$ cat config.mk
export PLATFORM = sky130hd
export DESIGN_NAME = sprite_blitter
export DESIGN_NICKNAME = d
export VERILOG_FILES = /design/src/rtl/sprite_blitter.sv
export SDC_FILE = /design/constraint.sdc
export NUM_CORES = 1
export LEC_CHECK = 0
export CORE_AREA = 2 2 101 103
export CTS_CLUSTER_SIZE = 25
export DETAILED_ROUTE_END_ITERATION = 8
export DIE_AREA = 0 0 103 105
export PLACE_DENSITY_LB_ADDON = 0.08
export SYNTH_ARGS = -nofsm -noshare
export SYNTH_HDL_FRONTEND = slang
export SYNTH_SLANG_ARGS = --single-unit
$ cat constraint.sdc
create_clock -name clk -period 2.75 [get_ports clk]
set_input_delay 0.55 -clock clk [delete_from_list [all_inputs] [get_ports clk]]
set_output_delay 0.55 -clock clk [all_outputs]
set_load 0.01 [all_outputs]
$ cat src/rtl/sprite_blitter.sv
// sprite_blitter: executes one blit command at a time. SPRITE XORs sprite bytes
// from program RAM into the monochrome framebuffer using read-modify-write and
// reports the CHIP-8 collision flag. CLEAR zeroes all 1024 framebuffer bytes.
// Both RAM ports have a one-cycle registered read: data for an address presented
// in cycle N is valid in cycle N+1.
// Optional feature: define BLIT_WRAP_EN so that sprites wrap at the right and
// bottom edges. Without it, sprites are clipped at those edges.
module sprite_blitter (
    input  logic        clk,
    input  logic        rst_n,
    input  logic        hires,
    input  logic        blit_enable,
    input  logic [2:0]  blit_op,
    input  logic [11:0] blit_src,
    input  logic [3:0]  blit_srcHeight,
    input  logic [6:0]  blit_destX,
    input  logic [5:0]  blit_destY,
    output logic        busy,
    output logic        done,
    output logic        collision,
    output logic        src_en,
    output logic [11:0] src_addr,
    input  logic [7:0]  src_data,
    output logic        fb_en,
    output logic        fb_wr,
    output logic [9:0]  fb_addr,
    output logic [7:0]  fb_din,
    input  logic [7:0]  fb_dout
);

    localparam logic [2:0] BLIT_OP_SPRITE = 3'd1;
    localparam logic [2:0] BLIT_OP_CLEAR  = 3'd2;

    typedef enum logic [3:0] {
        ST_IDLE     = 4'd0,
        ST_SRC_ADDR = 4'd1,
        ST_SRC_WAIT = 4'd2,
        ST_L_RD     = 4'd3,
        ST_L_WAIT   = 4'd4,
        ST_L_WR     = 4'd5,
        ST_R_RD     = 4'd6,
        ST_R_WAIT   = 4'd7,
        ST_R_WR     = 4'd8,
        ST_CLEAR    = 4'd9,
        ST_DONE     = 4'd10
    } state_t;

    state_t      state_r, state_s;

    // Latched command context
    logic        hires_r,  hires_s;
    logic [4:0]  height_r, height_s;   // 1..16 rows
    logic [6:0]  col_r,    col_s;      // start column, already mod W
    logic [5:0]  y_r,      y_s;        // start row, already mod H
    logic [4:0]  row_r,    row_s;      // current sprite row
    logic [7:0]  sprite_r, sprite_s;   // current sprite byte

    // Next values of the registered outputs
    logic        busy_s, done_s, collision_s, src_en_s, fb_en_s, fb_wr_s;
    logic [11:0] src_addr_s;
    logic [9:0]  fb_addr_s;
    logic [7:0]  fb_din_s;

    // Row/column geometry for the current row
    logic [15:0] shift_s;
    logic [7:0]  lmask_s, rmask_s;
    logic [3:0]  lcol_s, rcol_s;
    logic [5:0]  y_cur_s;
    logic        unaligned_s, right_ok_s, next_row_ok_s, last_row_s;
    logic        right_go_s, row_end_s;

    // One shift yields both masks: upper byte lands in the left byte column,
    // the bits shifted out fall into the right byte column.
    assign shift_s     = {sprite_r, 8'h00} >> col_r[2:0];
    assign lmask_s     = shift_s[15:8];
    assign rmask_s     = shift_s[7:0];
    assign lcol_s      = col_r[6:3];
    assign unaligned_s = (col_r[2:0] != 3'd0);
    assign last_row_s  = ((row_r + 5'd1) == height_r);

`ifdef BLIT_WRAP_EN
    logic [5:0] ysum_s;
    logic [3:0] rcol_sum_s;
    assign ysum_s        = y_r + {1'b0, row_r};
    assign y_cur_s       = hires_r ? ysum_s : {1'b0, ysum_s[4:0]};
    assign rcol_sum_s    = lcol_s + 4'd1;
    assign rcol_s        = hires_r ? rcol_sum_s : {1'b0, rcol_sum_s[2:0]};
    assign right_ok_s    = 1'b1;
    assign next_row_ok_s = 1'b1;
`else
    logic [6:0] ysum_s;
    logic [4:0] rcol_sum_s;
    assign ysum_s        = {1'b0, y_r} + {2'b00, row_r};
    assign y_cur_s       = ysum_s[5:0];
    assign rcol_sum_s    = {1'b0, lcol_s} + 5'd1;
    assign rcol_s        = rcol_sum_s[3:0];
    assign right_ok_s    = hires_r ? (rcol_sum_s < 5'd16) : (rcol_sum_s < 5'd8);
    // Rows only grow, so the first row past the bottom ends the sprite.
    assign next_row_ok_s = hires_r ? ((ysum_s + 7'd1) < 7'd64) : ((ysum_s + 7'd1) < 7'd32);
`endif

    assign right_go_s = unaligned_s && right_ok_s;
    assign row_end_s  = last_row_s || !next_row_ok_s;

    // Next-state and next-output logic for the command sequencer
    always_comb begin
        state_s     = state_r;
        hires_s     = hires_r;
        height_s    = height_r;
        col_s       = col_r;
        y_s         = y_r;
        row_s       = row_r;
        sprite_s    = sprite_r;
        collision_s = collision;
        src_addr_s  = src_addr;
        fb_addr_s   = fb_addr;
        fb_din_s    = fb_din;
        busy_s      = 1'b0;
        done_s      = 1'b0;
        src_en_s    = 1'b0;
        fb_en_s     = 1'b0;
        fb_wr_s     = 1'b0;

        case (state_r)
            ST_IDLE: begin
                if (blit_enable) begin
                    hires_s  = hires;
                    col_s    = hires ? blit_destX : {1'b0, blit_destX[5:0]};
                    y_s      = hires ? blit_destY : {1'b0, blit_destY[4:0]};
                    height_s = (blit_srcHeight == 4'd0) ? 5'd16 : {1'b0, blit_srcHeight};
                    row_s    = 5'd0;
                    case (blit_op)
                        BLIT_OP_SPRITE: begin
                            state_s     = ST_SRC_ADDR;
                            collision_s = 1'b0;
                            src_addr_s  = blit_src;
                        end
                        BLIT_OP_CLEAR: begin
                            state_s   = ST_CLEAR;
                            fb_addr_s = 10'd0;
                            fb_din_s  = 8'h00;
                        end
                        default: begin
                            state_s = ST_DONE;
                        end
                    endcase
                end else begin
                    state_s = ST_IDLE;
                end
            end
            ST_SRC_ADDR: begin
                state_s = ST_SRC_WAIT;
            end
            ST_SRC_WAIT: begin
                state_s   = ST_L_RD;
                sprite_s  = src_data;
                fb_addr_s = {y_cur_s, lcol_s};
            end
            ST_L_RD: begin
                state_s = ST_L_WAIT;
            end
            ST_L_WAIT: begin
                state_s     = ST_L_WR;
                fb_din_s    = fb_dout ^ lmask_s;
                collision_s = collision | (|(fb_dout & lmask_s));
            end
            ST_L_WR: begin
                if (right_go_s) begin
                    state_s   = ST_R_RD;
                    fb_addr_s = {y_cur_s, rcol_s};
                end else if (row_end_s) begin
                    state_s = ST_DONE;
                end else begin
                    state_s    = ST_SRC_ADDR;
                    row_s      = row_r + 5'd1;
                    src_addr_s = src_addr + 12'd1;
                end
            end
            ST_R_RD: begin
                state_s = ST_R_WAIT;
            end
            ST_R_WAIT: begin
                state_s     = ST_R_WR;
                fb_din_s    = fb_dout ^ rmask_s;
                collision_s = collision | (|(fb_dout & rmask_s));
            end
            ST_R_WR: begin
                if (row_end_s) begin
                    state_s = ST_DONE;
                end else begin
                    state_s    = ST_SRC_ADDR;
                    row_s      = row_r + 5'd1;
                    src_addr_s = src_addr + 12'd1;
                end
            end
            ST_CLEAR: begin
                if (fb_addr == 10'd1023) begin
                    state_s = ST_DONE;
                end else begin
                    fb_addr_s = fb_addr + 10'd1;
                end
            end
            ST_DONE: begin
                state_s = ST_IDLE;
            end
            default: begin
                state_s = ST_IDLE;
            end
        endcase

        // Strobes follow the state being entered so they register cleanly
        busy_s   = (state_s != ST_IDLE);
        done_s   = (state_s == ST_DONE);
        src_en_s = (state_s == ST_SRC_ADDR);
        fb_wr_s  = (state_s == ST_L_WR) || (state_s == ST_R_WR) || (state_s == ST_CLEAR);
        fb_en_s  = fb_wr_s || (state_s == ST_L_RD) || (state_s == ST_R_RD);
    end

    // State register
    always_ff @(posedge clk) begin
        if (!rst_n) begin
            state_r <= ST_IDLE;
        end else begin
            state_r <= state_s;
        end
    end

    // Command context and registered outputs
    always_ff @(posedge clk) begin
        if (!rst_n) begin
            hires_r   <= 1'b0;
            height_r  <= 5'd0;
            col_r     <= 7'd0;
            y_r       <= 6'd0;
            row_r     <= 5'd0;
            sprite_r  <= 8'h00;
            busy      <= 1'b0;
            done      <= 1'b0;
            collision <= 1'b0;
            src_en    <= 1'b0;
            src_addr  <= 12'd0;
            fb_en     <= 1'b0;
            fb_wr     <= 1'b0;
            fb_addr   <= 10'd0;
            fb_din    <= 8'h00;
        end else begin
            hires_r   <= hires_s;
            height_r  <= height_s;
            col_r     <= col_s;
            y_r       <= y_s;
            row_r     <= row_s;
            sprite_r  <= sprite_s;
            busy      <= busy_s;
            done      <= done_s;
            collision <= collision_s;
            src_en    <= src_en_s;
            src_addr  <= src_addr_s;
            fb_en     <= fb_en_s;
            fb_wr     <= fb_wr_s;
            fb_addr   <= fb_addr_s;
            fb_din    <= fb_din_s;
        end
    end

endmodule

; ---- After elaboration in Yosys (flattened, before gate mapping)
; Index checks and enable logic that the tools add are counted.
[totals]
regBits = 72
input_bits = 52
out_inout_bits = 36
elab_cells = 112
[op_classes]
n_addsub = 6
order_cmp = 4
eq_ne = 26
n_shift = 1
muxes = 31
bitwise_logic = 6
n_reduce_logical = 22
[op_table]
columns = cell, count
row1 = 12-bit 2-to-1 mux, 4
row2 = 10-bit 2-to-1 mux, 4
row3 = 10-bit case mux with 4 select lines, 1
row4 = 4-bit case mux with 10 select lines, 1
row5 = 12-bit case mux with 3 select lines, 1
row6 = "4-bit by 3-bit equality test with 1-bit output, second input constant", 6
row7 = 8-bit case mux with 3 select lines, 1
row8 = "4-bit equality test, second input constant", 5
row9 = 5-bit 2-to-1 mux, 4
row10 = 8-bit AND, 2
row11 = 4-bit 2-to-1 mux, 4
row12 = 8-bit 2-to-1 mux, 2
row13 = 8-bit OR reduction, 2
row14 = 16-bit by 3-bit right shift with 16-bit output, 1
row15 = 8-bit XOR, 2
row16 = 5-bit case mux with 3 select lines, 1
row17 = "12-bit by 1-bit adder with 12-bit output, second input constant", 1
row18 = "4-bit by 2-bit equality test with 1-bit output, second input constant", 3
row19 = "10-bit by 1-bit adder with 10-bit output, second input constant", 1
row20 = "10-bit equality test, second input constant", 1
row21 = 3-bit AND reduction, 3
row22 = 3-bit nonzero test, 3
row23 = "4-bit by 1-bit equality test with 1-bit output, second input constant", 2
row24 = 4-bit zero test, 2
row25 = other kinds (26), 39

; ---- Depth between registers and ports, before layout
[depth]
word_depth = 14
ltp_mapped = 10
ltp_nobuf = 9

; ---- Least setup slack after synthesis
; No wires, ideal clock.
[synth_timing]
path_type = register -> register
startpoint = reg row_r[1]
endpoint = reg src_addr[0]
setup_ns = 0.149
arrival_time_ns = 2.443
t_required_ns = 2.601
setup_slack_ns = 0.158
stages_incl_launch_ff = 10
path_buffers = 1
synth_period_minus_slack_ns = 2.592
cell_sequence = dfxtp_1 > ha_1 > a211o_1 > a2111oi_2 > nor3b_2 > a2111o_1 > a21oi_4 > or3_4 > buf_12 > o22ai_4
[synth_between]
elab_chain_len = 9
word_cells_on_any_way = 12
cone_classes = 3 x add/sub / 2 x order compare / 1 x eq/ne / 4 x mux / 2 x reduce/logical
[synth_lines]
columns = item, line_no
row1 = start: declaration, 55  ; logic [4:0] row_r, row_s;
row2 = start signal: assignment, 251  ; row_r <= row_s;
row3 = 6-bit by 5-bit adder with 7-bit output, 93  ; assign ysum_s = {1'b0, y_r} + {2'b00, row_r};
row4 = 7-bit by 1-bit adder with 7-bit output, 99  ; assign next_row_ok_s = hires_r ? ((ysum_s + 7'd1) < 7'd64) : ((ysum_s + 7'd1) < 7'd32);
row5 = 7-bit by 6-bit < comparator with 1-bit output or 7-bit < comparator (tied branches), 99
row6 = 1-bit 2-to-1 mux, 99
row7 = 1-bit zero test, 103  ; assign row_end_s = last_row_s || !next_row_ok_s;
row8 = 1-bit logical OR *, 103
row9 = 12-bit 2-to-1 mux *, -
row10 = 12-bit 2-to-1 mux, -
row11 = 12-bit case mux with 3 select lines *, -
row12 = end signal: assignment, 257  ; src_addr <= src_addr_s;
row13 = end: declaration, 22  ; output logic [11:0] src_addr,
; Mark *: on every way between the ends. The rest lies on a longest branch, timed or not. The select of a mux whose other input is x is not followed.
; A chain may end at the register's enable or synchronous reset.

; ---- Worst setup path after layout
[layout_timing]
startpoint = reg y_r[1]
endpoint = reg src_addr[3]
[layout_between]
elab_chain_len = 9
word_cells_on_any_way = 10
cone_classes = 2 x add/sub / 2 x order compare / 4 x mux / 2 x reduce/logical
[layout_lines]
columns = item, line_no
row1 = start: declaration, 54  ; logic [5:0] y_r, y_s;
row2 = start signal: assignment, 250  ; y_r <= y_s;
row3 = 6-bit by 5-bit adder with 7-bit output *, 93
row4 = 7-bit by 1-bit adder with 7-bit output *, 99
row5 = 7-bit by 6-bit < comparator with 1-bit output or 7-bit < comparator (tied branches), 99
row6 = 1-bit 2-to-1 mux *, 99
row7 = 1-bit zero test *, 103
row8 = 1-bit logical OR *, 103
row9 = 12-bit 2-to-1 mux *, -
row10 = 12-bit 2-to-1 mux, -
row11 = 12-bit case mux with 3 select lines *, -
; Marks and branches as above.

==> qor.txt <==
share of layout cells above drive strength 1 -> 12.4%
latest clock arrival within the worst-skew pair -> 360 ps
n_diodes -> 0
sw frac -> 34.4%
Die Span X -> 103 um
Antenna Violating Nets Remaining -> 0
worst-path fanout max -> 13
final hold vios -> 0
row count -> 36
CTS root buf -> clkbuf_8
fin cells -> 816
Congestion Overflow GR -> 0
LEAKAGE -> 2.15 nW
Hold WC Path Type -> reg -> reg
Critical Path Source Type -> flip-flop
CTS Buffer Depth -> 2
crit path kind -> reg -> reg
placed cells -> 797
largest net degree at the start of global routing -> 35
sequential area share after synthesis -> 31.6%
syn_area_per_cell -> 7.84 um2
Routed Wire Length -> 12.9 mm
placer congestion estimate -> 0.883
met3 wire len -> 566 um
final period utilization -> 97.2%
Area Overhead vs Synth -> 31.2%
Slew headroom -> 66.6%
WL per Instance -> 15.8 um
Max Fclk -> 374 MHz
final setup fails -> 0
initial DRC count -> 258
Via density -> 5.80
DP HPWL -> 9.37 mm
global-route wire length before repair -> 20.9 mm
Starting Density -> 47.3%
vias post-DR -> 4732
VDD IR max -> 0.000267 V
Netlist cell types -> 80
clock sink total -> 72
antenna violations before repair -> 0
async set-or-reset flop fraction in the synthesized netlist -> 0%
Post-layout nets -> 740
register bit total from synthesis -> 72
Reg power frac -> 36.6%
net switching power -> 1.22 mW
vias in the first global route -> 4405
core area -> 9640 um2
P_int -> 2.34 mW
Warnings, synthesis -> 0
DRC Markers -> 0
Final Total Pwr -> 3.56 mW
number of H-tree levels -> 3
critical path data arrival time -> 2970 ps
CTS clk-pin slew, worst paths -> 70 ps
Post-CTS Hold Buffers -> 0
Ports -> 88
RSZ-0062 raised after global routing -> true
EDFF count, synth -> 0
combinational share of power -> 35.0%
Period minus WS final -> 2670 ps
Die ar. -> 10800 um2
Slew Viols, Final -> 0
Metal-1 WL -> 5.75 mm
Max Cap Viol -> 0
Post-Syn Area -> 4560 um2
Worst Setup End Kind -> flip-flop
syn_nets -> 644
top layer in use -> met4
clk_skew -> 9.23 ps
TritonCTS clock tree -> yes
pin slew with the least headroom to its limit -> 500 ps
floorplan die height -> 105 um
Main synth FF type -> dfxtp_1
clock group share of total power -> 28.4%
CTS buffer count -> 9
DR pass1 iterations -> 5
Post-Syn Instances -> 582
Tot GR Track Use -> 24.0%
metal2 WL -> 6.39 mm
Worst EP required -> 3050 ps
# port buffers -> 87
pwr dens -> 595 nW/um2
status -> complete, no violations
-- timing repair --
item                                    in CTS  in global routing
endpoints found under the setup margin       0                 15
buffers inserted                             0                  2
hold endpoints to repair                     0                  0
gates resized for setup                      0                  9
-- synth_stat cells (5+ instances only) --
library cell / n / area, um2
nand2_1: 110 / 413
dfxtp_1: 72 / 1440
a21oi_1: 51 / 255
nor2_1: 38 / 143
nand3_1: 31 / 155
o21ai_0: 24 / 120
clkbuf_1: 21 / 78.8
a22oi_1: 16 / 120
xnor2_1: 13 / 114
buf_2: 11 / 55.1
mux2i_1: 11 / 110
and3_1: 9 / 56.3
ha_1: 9 / 113
o22ai_1: 9 / 56.3
inv_1: 8 / 30.0
nor3b_1: 7 / 52.6
nor3_1: 6 / 30.0
o311ai_1: 6 / 52.6
o31ai_2: 6 / 75.1
or3_1: 6 / 37.5
xor2_1: 6 / 52.6
mux2_2: 5 / 56.3
o31ai_1: 5 / 37.5
-- logic make-up (layout without fill, tap and decap cells) --
family	after synthesis	after routing	synth area share (%)
muxes	19	19	5.13
buffers and inverters	47	147	4.80
AOI/OAI and AO/OA	175	175	27.2
adders and majority gates	10	10	2.91
xor gates and xnor gates	19	19	3.65
DFF	72	72	31.6
and+or+nand+nor	240	241	24.7
-- final cells by class --
type | instances | area [um2]
tap | 133 | 166
clock buffer | 10 | 128
clock inverter | 6 | 108
inverter | 9 | 33.8
multi-input combinational | 464 | 2960
timing repair buffer | 122 | 1150
fill | 883 | 3650
sequential | 72 | 1440
-- per-layer routing --
| layer | track usage (%) | up-vias |
|---|---|---|
| li1 | - | 2332 |
| met1 | 32.0 | 2249 |
| met2 | 39.9 | 137 |
| met3 | 2.54 | 14 |
| met4 | 7.99 | 0 |
| met5 | 0 | - |
-- per-stage QoR --
stage / util (%) / instance area, um2 / worst slack [ps] / hold slack [ps] / setup TNS, ps
6_report: 62.1 / 5990 / 77.0 / 464 / 0
5_1_grt: 62.1 / 5990 / -80.5 / 493 / -245
3_5_place_dp: 58.9 / 5680 / -175 / 459 / -1210
3_3_place_gp: 58.9 / 5680 / -75.9 / 458 / -301
2_1_floorplan: - / 4560 / 158 / 441 / 0
4_1_cts: 61.3 / 5910 / 44.8 / 469 / 0
-- layout by cell type (no fill, tap or decap), types with 5 or more instances in the layout --
cell type,Yosys,layout
a22oi_1,16,16
nand2_1,110,110
nand3_1,31,31
nor3b_1,7,7
o31ai_2,6,6
ha_1,9,8
or3_1,6,6
clkbuf_8,0,9
dfxtp_1,72,72
o311ai_1,6,7
nor2_1,38,38
xnor2_1,13,13
inv_1,8,8
buf_4,1,33
xor2_1,6,6
o22ai_1,9,9
nor3_1,6,6
and3_1,9,9
a21oi_1,51,51
mux2_2,5,5
clkdlybuf4s50_1,0,87
o31ai_1,5,5
mux2i_1,11,11
o21ai_0,24,24
-- sequential cells by signal, summed over array words and instances, names as in the netlist, 4 cells and up --
| name | count |
|---|---|
| src_addr | 12 |
| fb_addr | 10 |
| fb_din | 8 |
| sprite_r | 8 |
| col_r | 7 |
| y_r | 6 |
| height_r | 5 |
| row_r | 5 |
| state_r | 4 |
-- power groups by stage --
stage          Clock, mW  Combinational [mW]  Sequential, mW
2_1_floorplan          0               0.793            1.29
3_3_place_gp           0                1.19            1.32
3_5_place_dp           0                1.22            1.32
4_1_cts             1.03                1.23            1.30
5_1_grt             1.07                1.38            1.32
6_report            1.01                1.25            1.30
-- worst max-delay path, cell delays in order (launching register included) --
cell,delay (ps)
dfxtp_1,320
ha_1,290
a211o_1,360
a2111oi_4,360
nor3b_4,100
a2111o_1,470
a21oi_4,270
buf_8,180
o311ai_0,170
o21ai_2,80
-- worst paths after layout --
path	start	to	slack (ps)	depth (start not counted)
max	y_r[1]$_SDFFE_PN0P_	src_addr[3]$_SDFFE_PN0P_	80	9
min	y_r[3]$_SDFFE_PN0P_	y_r[3]$_SDFFE_PN0P_	460	2
max reg2reg	y_r[1]$_SDFFE_PN0P_	src_addr[3]$_SDFFE_PN0P_	80	9
min reg2reg	y_r[3]$_SDFFE_PN0P_	y_r[3]$_SDFFE_PN0P_	460	2
No activity file was read; power rests on OpenSTA's default activity.
==> RTL edit, RTL diff (same settings) <==
Register the output `src_addr` once more, cleared by the reset; this adds one clock of latency there. The other outputs are not delayed to match.
--- a/src/rtl/sprite_blitter.sv
+++ b/src/rtl/sprite_blitter.sv
@@ -46,4 +46,6 @@
     } state_t;
 
+    logic [11:0] src_addr_s0;
+
     state_t      state_r, state_s;
 
@@ -113,5 +115,5 @@
         sprite_s    = sprite_r;
         collision_s = collision;
-        src_addr_s  = src_addr;
+        src_addr_s  = src_addr_s0;
         fb_addr_s   = fb_addr;
         fb_din_s    = fb_din;
@@ -174,5 +176,5 @@
                     state_s    = ST_SRC_ADDR;
                     row_s      = row_r + 5'd1;
-                    src_addr_s = src_addr + 12'd1;
+                    src_addr_s = src_addr_s0 + 12'd1;
                 end
             end
@@ -191,5 +193,5 @@
                     state_s    = ST_SRC_ADDR;
                     row_s      = row_r + 5'd1;
-                    src_addr_s = src_addr + 12'd1;
+                    src_addr_s = src_addr_s0 + 12'd1;
                 end
             end
@@ -239,5 +241,5 @@
             collision <= 1'b0;
             src_en    <= 1'b0;
-            src_addr  <= 12'd0;
+            src_addr_s0 <= 12'd0;
             fb_en     <= 1'b0;
             fb_wr     <= 1'b0;
@@ -255,5 +257,5 @@
             collision <= collision_s;
             src_en    <= src_en_s;
-            src_addr  <= src_addr_s;
+            src_addr_s0 <= src_addr_s;
             fb_en     <= fb_en_s;
             fb_wr     <= fb_wr_s;
@@ -263,4 +265,12 @@
     end
 
+    always_ff @(posedge clk) begin
+        if (!rst_n) begin
+            src_addr <= '0;
+        end else begin
+            src_addr <= src_addr_s0;
+        end
+    end
+
 endmodule
 
Function: changed (Yosys sat finds a counterexample within 4 cycles, from zero or initial values and one cycle with rst_n low).
==> RTL edit against the unedited design <==
Non-clock buffer count increased by 12; setup slack improved by 0.0039 ns; sequential share of layout area increased by 2.1 points; synthesized cell count increased by 6.5%; first-iteration DRC count increased by 5.0%; critical path type unchanged; design area increased by 7.2%; routed wire length increased by 3.3%; sequential cell count increased by 12; die area unchanged; sequential power increased by 33%; total power increased by 47%; area after synthesis increased by 7.1%; clock skew increased by 0.0043 ns.
==> RTL edit: results (changes against the unedited design) <==
Placement
  – HPWL after DPL: 9630 um (+2.8%)
  – Routability Congestion: 0.890 (+0.80%)

Worst setup path
  – Critical path's slowest cell: or4_1
  – Crit path arrival time: 2.96 ns (about the same)
  – Crit Path Max Fanout: 7 (-6)

Final layout
  – Biggest regs: src_addr x12, src_addr_s0 x12, fb_addr x10
  – Count of nets after finishing: 789 (+6.6%)
  – Share of layout cells above drive strength 1: 0.128 (+0.00396)

Synthesis
  – Top post-synthesis cells by count: nand2_1, dfxtp_1, a21oi_1
  – Synth area leaders: dfxtp_1, nand2_1, a21oi_1
  – Post-synthesis sequential area ratio: 0.344 (+0.0282)
  – Netlist cell types: 73 (-8.8%)
  – Syn nets: 682 (+5.9%)

Power
  – Leak pwr: 2.36 nW (+9.8%)
  – IR drop worst, VDD: 0.000501 V (+88%)

GRT
  – Largest net degree at the start of global routing: 48 (+37%)
  – First-pass GRT wire length: 21600 um (+3.3%)
  – All-Layer GR Usage: 0.246 (+0.00663)
  – Vias in the first global route: 4536 (+3.0%)

Clocking
  – Clock slew seen by the registers of the worst setup and hold paths: 0.09 ns (+0.02 ns)

STA
  – Slew @ Worst Pin: 0.662 ns (+0.162 ns)
  – Worst Skew: 0.0135 ns (+0.00428 ns)

Drt
  – Vias/cell: 5.75 (-0.76%)
  – TritonRoute pass-1 iters: 5 (unchanged)
  – Initial DRC count: 271 (+5.0%)
  – Drt wl/cell: 15.4 um (-2.5%)

Run status
  – Status: complete, no violations
RTL edit: cell types whose count changed after synthesis, moves of 7 or more:
cell / before / now
inv_1: 8 / 16
nand3_1: 31 / 24
nor2_1: 38 / 53
dfxtp_1: 72 / 84
and2_1: 3 / 13
o41ai_1: 0 / 8
o21ai_1: 1 / 9
nand2_1: 110 / 98
RTL edit: path summary, 6_finish.rpt:
kind         cells after the start             end   startpoint  slack [ns]
max                              9  src_addr_s0[0]     row_r[4]        0.08
min                              2     height_r[3]  height_r[3]        0.47
max reg2reg                      9  src_addr_s0[0]     row_r[4]        0.08
min reg2reg                      2     height_r[3]  height_r[3]        0.47
RTL edit: kinds of logic (layout without fill, tap and decap cells):
group | Yosys count | after routing | synth area share
compound gates | 173 | 173 | 0.237
flops | 84 | 84 | 0.344
fa+ha+maj | 11 | 11 | 0.0300
xor+xnor | 21 | 21 | 0.0376
simple gates | 253 | 253 | 0.250
mux | 24 | 24 | 0.0558
buf+inv | 54 | 166 | 0.0463
RTL edit: area by class of cell:
cell class | count | area [um2]
inverters | 16 | 60.1
fillers | 848 | 3220
clock buffers | 9 | 124
repair buffers | 134 | 1240
multi-input cells | 482 | 3020
well taps | 133 | 166
clock inverters | 7 | 123
flip-flops and latches | 84 | 1680
RTL edit: repair_timing:
action,CTS,global route
pin swaps,1,4
gates cloned,0,0
endpoints found under the setup margin,5,14
hold buffers,0,0
gates resized for setup,0,11
setup buffers,0,3
RTL edit: stage by stage:
stage,std cells,utilization,cell area (um2),setup TNS (ns),hold WS (ns)
after global placement,846,0.633,6100,-0.365,0.454
final,865,0.666,6420,0,0.474
after global routing,865,0.666,6420,-0.0287,0.497
after floorplan,620,-,4890,0,0.441
after detailed placement,846,0.633,6100,-0.885,0.459
after CTS,862,0.658,6350,-0.0338,0.472
RTL edit: power by group:
group          leakage (nW)  internal (mW)  switching, mW  total, mW
registers             0.683           1.46          0.269       1.73
logic                  1.56           1.12           1.30       2.42
clock network         0.116          0.610          0.482       1.09
RTL edit: critical path, delay by kind of cell (launching register included):
| family | cells | cell delay [ns] |
|---|---|---|
| AO/OA/AOI/OAI | 4 | 0.92 |
| flip-flops | 1 | 0.35 |
| AND/OR/NAND/NOR | 2 | 0.61 |
| buffers and inverters | 1 | 0.17 |
| adder cells (fa/ha/maj) | 2 | 0.56 |
RTL edit: layer usage:
layer	track usage	part of all wire
met3	0.0341	0.065
met2	0.388	0.46
met4	0.0667	0.017
met1	0.351	0.46
met5	0	0
